==> src/rtl/keypad_entry_ctrl_pkg.sv <==
// Shared constants and types for the keypad entry controller.
package keypad_pkg;

  localparam logic [3:0] KEY_ENTER = 4'hA;
  localparam logic [3:0] KEY_BKSP  = 4'hB;
  localparam logic [3:0] KEY_CLEAR = 4'hC;

  // Decoder scan period in clk cycles; the release window must be longer.
  localparam int SCAN_PERIOD_CYC = 400008;

  typedef enum logic [1:0] {
    ENTRY   = 2'd0,
    CONVERT = 2'd1,
    VALID   = 2'd2
  } entry_state_t;

  function automatic logic is_digit(input logic [3:0] k);
    return (k <= 4'd9);
  endfunction

endpackage

==> src/rtl/keypad_entry_ctrl_if.sv <==
// Guess handoff channel: valid/ready with a binary value.
interface keypad_entry_ctrl_if #(
  parameter int VAL_W = 7
) ();
  logic             guess_valid;
  logic             guess_ready;
  logic [VAL_W-1:0] guess_value;

  modport master (output guess_valid, output guess_value, input  guess_ready);
  modport slave  (input  guess_valid, input  guess_value, output guess_ready);
endinterface

==> src/rtl/keypad_entry_ctrl_press_filter.sv <==
// Turns the flickering decoder is_pressed into one event per physical press.
module keypad_press_filter #(
  parameter int RELEASE_CYC = 500000
) (
  input  logic       clk,
  input  logic       rst_n,
  input  logic [3:0] key_code,
  input  logic       is_pressed,
  output logic       key_evt,
  output logic [3:0] key_evt_code
);
  localparam int CNT_W = (RELEASE_CYC < 1) ? 1 : $clog2(RELEASE_CYC + 1);

  logic             prev;
  logic             armed;
  logic [CNT_W-1:0] rel_cnt;

  assign key_evt      = is_pressed & ~prev & armed;
  assign key_evt_code = key_code;

  // armed starts low so a key held through reset must be released first.
  always_ff @(posedge clk or negedge rst_n) begin
    if (!rst_n) begin
      prev    <= 1'b0;
      armed   <= 1'b0;
      rel_cnt <= '0;
    end else begin
      prev <= is_pressed;
      if (is_pressed)
        rel_cnt <= '0;
      else if (rel_cnt != CNT_W'(RELEASE_CYC))
        rel_cnt <= rel_cnt + CNT_W'(1);
      if (key_evt)
        armed <= 1'b0;
      else if (!is_pressed && rel_cnt == CNT_W'(RELEASE_CYC - 1))
        armed <= 1'b1;
    end
  end
endmodule

==> src/rtl/keypad_entry_ctrl.sv <==
// Keypad digit entry, BCD-to-binary conversion and guess handoff.
// Optional backspace on key 0xB when KEYPAD_BACKSPACE_EN is defined.
module keypad_entry_ctrl
  import keypad_pkg::*;
#(
  parameter int MAX_DIGITS  = 2,
  parameter int VAL_W       = 7,
  parameter int RELEASE_CYC = 500000
) (
  input  logic                    clk,
  input  logic                    rst_n,
  input  logic [3:0]              key_code,
  input  logic                    is_pressed,
  keypad_entry_ctrl_if.master     gif,
  output logic [4*MAX_DIGITS-1:0] digits_bcd,
  output logic [2:0]              digit_count,
  output logic                    key_err,
  output logic                    busy
);
  localparam int DW = 4 * MAX_DIGITS;

  logic             key_evt;
  logic [3:0]       key_evt_code;
  entry_state_t     state;
  logic [DW-1:0]    digits_r;
  logic [2:0]       count_r;
  logic [2:0]       cnv_left;
  logic [VAL_W-1:0] acc;
  logic [VAL_W-1:0] gval;
  logic             gvalid;
  logic [3:0]       cur_dig;
  logic [VAL_W-1:0] acc_nxt;

  keypad_press_filter #(.RELEASE_CYC(RELEASE_CYC)) u_filt (
    .clk          (clk),
    .rst_n        (rst_n),
    .key_code     (key_code),
    .is_pressed   (is_pressed),
    .key_evt      (key_evt),
    .key_evt_code (key_evt_code)
  );

  // Oldest remaining digit sits at position cnv_left-1.
  always_comb begin
    cur_dig = 4'd0;
    for (int i = 0; i < MAX_DIGITS; i++)
      if (3'(i) == cnv_left - 3'd1) cur_dig = digits_r[4*i +: 4];
  end

  assign acc_nxt = (acc << 3) + (acc << 1) + VAL_W'(cur_dig);

  always_ff @(posedge clk or negedge rst_n) begin
    if (!rst_n) begin
      state    <= ENTRY;
      digits_r <= '0;
      count_r  <= '0;
      cnv_left <= '0;
      acc      <= '0;
      gval     <= '0;
      gvalid   <= 1'b0;
      key_err  <= 1'b0;
      busy     <= 1'b0;
    end else begin
      key_err <= 1'b0;
      case (state)
        ENTRY: begin
          if (key_evt) begin
            if (is_digit(key_evt_code)) begin
              if (count_r == 3'(MAX_DIGITS)) begin
                key_err <= 1'b1;
              end else begin
                digits_r <= (digits_r << 4) | DW'(key_evt_code);
                count_r  <= count_r + 3'd1;
              end
            end else if (key_evt_code == KEY_ENTER) begin
              if (count_r == 3'd0) begin
                key_err <= 1'b1;
              end else begin
                state    <= CONVERT;
                busy     <= 1'b1;
                acc      <= '0;
                cnv_left <= count_r;
              end
            end else if (key_evt_code == KEY_CLEAR) begin
              digits_r <= '0;
              count_r  <= '0;
`ifdef KEYPAD_BACKSPACE_EN
            end else if (key_evt_code == KEY_BKSP) begin
              if (count_r == 3'd0) begin
                key_err <= 1'b1;
              end else begin
                digits_r <= digits_r >> 4;
                count_r  <= count_r - 3'd1;
              end
`endif
            end
          end
        end
        CONVERT: begin
          // One extra cycle after the last digit to load the result.
          if (cnv_left != 3'd0) begin
            acc      <= acc_nxt;
            cnv_left <= cnv_left - 3'd1;
          end else begin
            gval   <= acc;
            gvalid <= 1'b1;
            state  <= VALID;
          end
        end
        VALID: begin
          if (gif.guess_ready) begin
            state    <= ENTRY;
            gvalid   <= 1'b0;
            busy     <= 1'b0;
            digits_r <= '0;
            count_r  <= '0;
          end
        end
        default: state <= ENTRY;
      endcase
    end
  end

  assign gif.guess_valid = gvalid;
  assign gif.guess_value = gval;
  assign digits_bcd      = digits_r;
  assign digit_count     = count_r;
endmodule

==> src/flat_wrapper.sv <==
// flat-port wrapper written by rule: the top's interface ports become plain ports
module keypad_entry_ctrl_flat import keypad_pkg::*;
#(
  parameter int MAX_DIGITS  = 2,
  parameter int VAL_W       = 7,
  parameter int RELEASE_CYC = 500000
)
  (clk, rst_n, key_code, is_pressed, digits_bcd, digit_count, key_err, busy, gif_guess_valid, gif_guess_value, gif_guess_ready);
  keypad_entry_ctrl_if #(.VAL_W(VAL_W)) gif_i ();
  input  logic clk;
  input  logic rst_n;
  input  logic [3:0] key_code;
  input  logic is_pressed;
  output logic [4*MAX_DIGITS-1:0] digits_bcd;
  output logic [2:0] digit_count;
  output logic key_err;
  output logic busy;
  output wire logic [$bits(gif_i.guess_valid)-1:0] gif_guess_valid;
  output wire logic [$bits(gif_i.guess_value)-1:0] gif_guess_value;
  input wire logic [$bits(gif_i.guess_ready)-1:0] gif_guess_ready;
  assign gif_guess_valid = gif_i.guess_valid;
  assign gif_guess_value = gif_i.guess_value;
  assign gif_i.guess_ready = gif_guess_ready;
  keypad_entry_ctrl #(.MAX_DIGITS(MAX_DIGITS), .VAL_W(VAL_W), .RELEASE_CYC(RELEASE_CYC)) u_core (.clk(clk), .rst_n(rst_n), .key_code(key_code), .is_pressed(is_pressed), .gif(gif_i), .digits_bcd(digits_bcd), .digit_count(digit_count), .key_err(key_err), .busy(busy));
endmodule
==> config.mk <==
export PLATFORM = sky130hd
export DESIGN_NAME = keypad_entry_ctrl_flat
export DESIGN_NICKNAME = d
export VERILOG_FILES = /design/src/rtl/keypad_entry_ctrl_pkg.sv /design/src/rtl/keypad_entry_ctrl_if.sv /design/src/rtl/keypad_entry_ctrl_press_filter.sv /design/src/rtl/keypad_entry_ctrl.sv /design/src/flat_wrapper.sv
export SDC_FILE = /design/constraint.sdc
export NUM_CORES = 1
export LEC_CHECK = 0
export ABC_CLOCK_PERIOD_IN_PS = 5250
export CELL_PAD_IN_SITES_DETAIL_PLACEMENT = 1
export CELL_PAD_IN_SITES_GLOBAL_PLACEMENT = 1
export CORE_MARGIN = 4
export CORE_UTILIZATION = 40
export CTS_CLUSTER_SIZE = 28
export DETAILED_ROUTE_END_ITERATION = 10
export HOLD_SLACK_MARGIN = 0.03
export PLACE_DENSITY_LB_ADDON = 0.3
export REMOVE_ABC_BUFFERS = 1
export SLEW_MARGIN = 10
export SYNTH_ARGS = -nofsm -noshare
export SYNTH_HDL_FRONTEND = slang
export SYNTH_HIERARCHICAL = 1
export SYNTH_SLANG_ARGS = --single-unit
export TNS_END_PERCENT = 100
==> constraint.sdc <==
create_clock -name clk -period 5.25 [get_ports clk]
set_input_delay 0.525 -clock clk [delete_from_list [all_inputs] [get_ports clk]]
set_output_delay 0.525 -clock clk [all_outputs]
set_load 0.02 [all_outputs]
==> qor.yml <==
grtUsageTotal_pct: 16.66
yosys-top-cells-count: "dfrtp_1, nand2_1, nor2_1"
endpoint_kind: "flop"
r2r_cells: 10
synth_top_area_cell: "dfrtp_1"
initial_core_util_pct: 41.51
place_congestion: 0.8482
std_cell_rows: 31
critPathKind: "in -> reg"
ys_seq_area_share_pct: 44.65
hold_viol: 0
busiest_layer: "met2"
drt-total-wl_mm: 6.703
yosysUniqueCellTypes: 54
ys.flop_type: "dfrtp_1"
multiInputGateArea_mm2: 0.001549
reg2reg_from: "u_core/cnv_left[0]$_DFFE_PN0P_"
clkTransAtPathRegs_ns: 0.11
vias_per_cell: 5.252
hpwlAfterDp_mm: 5.069
area_growth_pct: 14.59
hold_buffers: 0
die-area_mm2: 0.009022
syn-cell-area_mm2: 0.003027
yosysWarnings: 6
use_met1_pct: 20.45
regToRegSetupSlack_ns: 2.37
drive_above_1_share_pct: 8.982
portBuffers: 28
maxSlewHeadroom_pct: 24.24
pin_count: 29
insertion_delay_ns: 0.30
grt_pass1_vias: 2449
use_met3_pct: 2.789
grt_pass1_wl_mm: 11.85
slew_violations: 0
worst_slew_pin_slew_ns: 1.132
num_vias: 2274
antenna_found_initial: 0
synth.ff_latch_count: 54
drc: 0
routedWlPerCell_um: 15.48
ff_latch_area_mm2: 0.001351
numCtsBuffers: 5
setup-violations-final: 0
cts_resized: 0
crit_arrival_ns: 3.21
outcome: "finished clean"
synth_top_area_share_pct: 44.65
grtUsageMet2_pct: 30.36
cts_tree: "built"
p_leak_nw: 1.524
n_antenna_cell: 0
drtIter0Drc: 64
htreeDepth: 2
setup_tns_ns: 0
fmax_ghz: 0.3361
ir_drop_uv: 145.2
core-area_mm2: 0.007292
firstDrtPassIters: 4
grt_overflow: 0
grt_max_degree: 55
powerDensity_mw_per_mm2: 199.5
synth_edf_count: 0
syn_area_per_cell_um2: 9.859
post-route-period-util_pct: 56.67
netlist_instances: 307
required_ns: 5.48
rsz0062_at_grt: "no"
nNetsFinal: 361
cts_setup_buffers: 0
ys_top_cells_by_area: "dfrtp_1, ha_1, nand2_1, nor2_1, mux2i_1"
root_buffer: "clkbuf_8"
nFillCells: 889
chipHeight_um: 94.99
post-route-util_pct: 47.56
clockBufferDepth: 2
min_path_type: "in -> async"
cts_sinks: 54
crit_fanout: 22
die_x_um: 94.99
antenna_left: 0
synth-async-reset-ratio_pct: 100.0
startpoint: "is_pressed"
startpoint_type: "primary input"
skew_ns: 0.01057
r2r_end: "u_core/acc[6]$_DFFE_PN0P_"
yosysMostFrequentCell: "dfrtp_1"
cap_violations: 0
min_period_ns: 2.975
## worst max path at each step
| stage | to | slack (ns) | cells after the start |
|---|---|---|---|
| 3_5_place_dp | u_core/digits_bcd[7]$_DFFE_PN0P_ | 1.93 | 7 |
| 5_1_grt | u_core/digits_bcd[7]$_DFFE_PN0P_ | 1.96 | 7 |
| 2_1_floorplan | u_core/acc[6]$_DFFE_PN0P_ | 2.63 | 10 |
| 6_report | u_core/digits_bcd[6]$_DFFE_PN0P_ | 2.27 | 7 |
| 4_1_cts | u_core/digits_bcd[6]$_DFFE_PN0P_ | 2.25 | 7 |
| 3_3_place_gp | u_core/digits_bcd[6]$_DFFE_PN0P_ | 2.03 | 7 |
## logic make-up after synthesis
family / count (synthesis) / share of synthesized area, %
and+or+nand+nor: 124 / 21.29
DFF: 54 / 44.65
AOI/OAI and AO/OA: 46 / 10.00
buffers and inverters: 28 / 4.175
adders and majority gates: 20 / 8.764
xor gates and xnor gates: 18 / 5.209
muxes: 17 / 5.912
## power by group
part	internal, mW	total [mW]	switching, mW
registers	0.418	0.421	0.00359
logic	0.0112	0.0326	0.0213
clock network	0.0943	0.238	0.144
## state kept, by name, summed over array words and instances, names as in the netlist
name,count
u_core/u_filt/rel_cnt,19
u_core/key_err,1
u_core/gif.guess_value,7
u_core/state,2
u_core/gif.guess_valid,1
u_core/acc,7
u_core/digit_count,3
u_core/busy,1
u_core/digits_bcd,8
u_core/cnv_left,3
u_core/u_filt/prev,1
u_core/u_filt/armed,1
## critical path: stages
cell             delay (ns)
clkdlybuf4s50_1        0.45
buf_4                  0.24
inv_1                  0.10
nor3b_1                0.26
or3b_4                 0.45
nor2_1                 0.88
mux2i_1                0.28
## metal layers
metal  wire length [um]  vias up  share of wire [%]
met5                  0        -                  0
met4                 53        0               0.79
met3                129        4                1.9
met2               3553       19                 53
met1               2966     1140                 44
li1                   -     1111                  -
## cells in the final DEF, fill, tap and decap left out, types with 2 or more instances in the layout
cell / count
dfrtp_1: 54
nand2_1: 35
nor2_1: 29
clkdlybuf4s50_1: 27
ha_1: 18
inv_1: 16
a21oi_1: 14
nand3_1: 12
o21ai_0: 11
nand2b_1: 10
mux2i_1: 10
xnor2_1: 10
xor2_1: 8
nor3_1: 7
mux2_2: 7
clkbuf_8: 5
nor4_1: 5
nand4_1: 4
a21o_1: 3
nor2b_1: 3
a22o_1: 3
or4_1: 3
o2bb2ai_1: 2
fa_1: 2
buf_4: 2
or2_2: 2
o31ai_1: 2
or3_1: 2
## per-stage QoR
step	setup slack [ns]	area [um2]	total power, mW	cells	hold WS (ns)
6_report	2.275	3468	0.6919	433	0.3219
5_1_grt	1.965	3468	0.7209	433	0.3974
4_1_cts	2.246	3468	0.7029	433	0.3636
3_5_place_dp	1.933	3378	0.4632	425	0.4742
3_3_place_gp	2.031	3378	0.4620	425	0.4615
2_1_floorplan	2.626	2964	0.4401	296	0.2294
## final cells by class
class | count | area share [%]
clock buffers | 5 | 1.984
clock inverters | 3 | 0.6133
well taps | 99 | 3.571
multi-input cells | 225 | 44.66
flip-flops and latches | 54 | 38.96
inverters | 17 | 1.840
repair buffers | 30 | 8.369
Note: power is estimated with default switching activity, not from simulation.
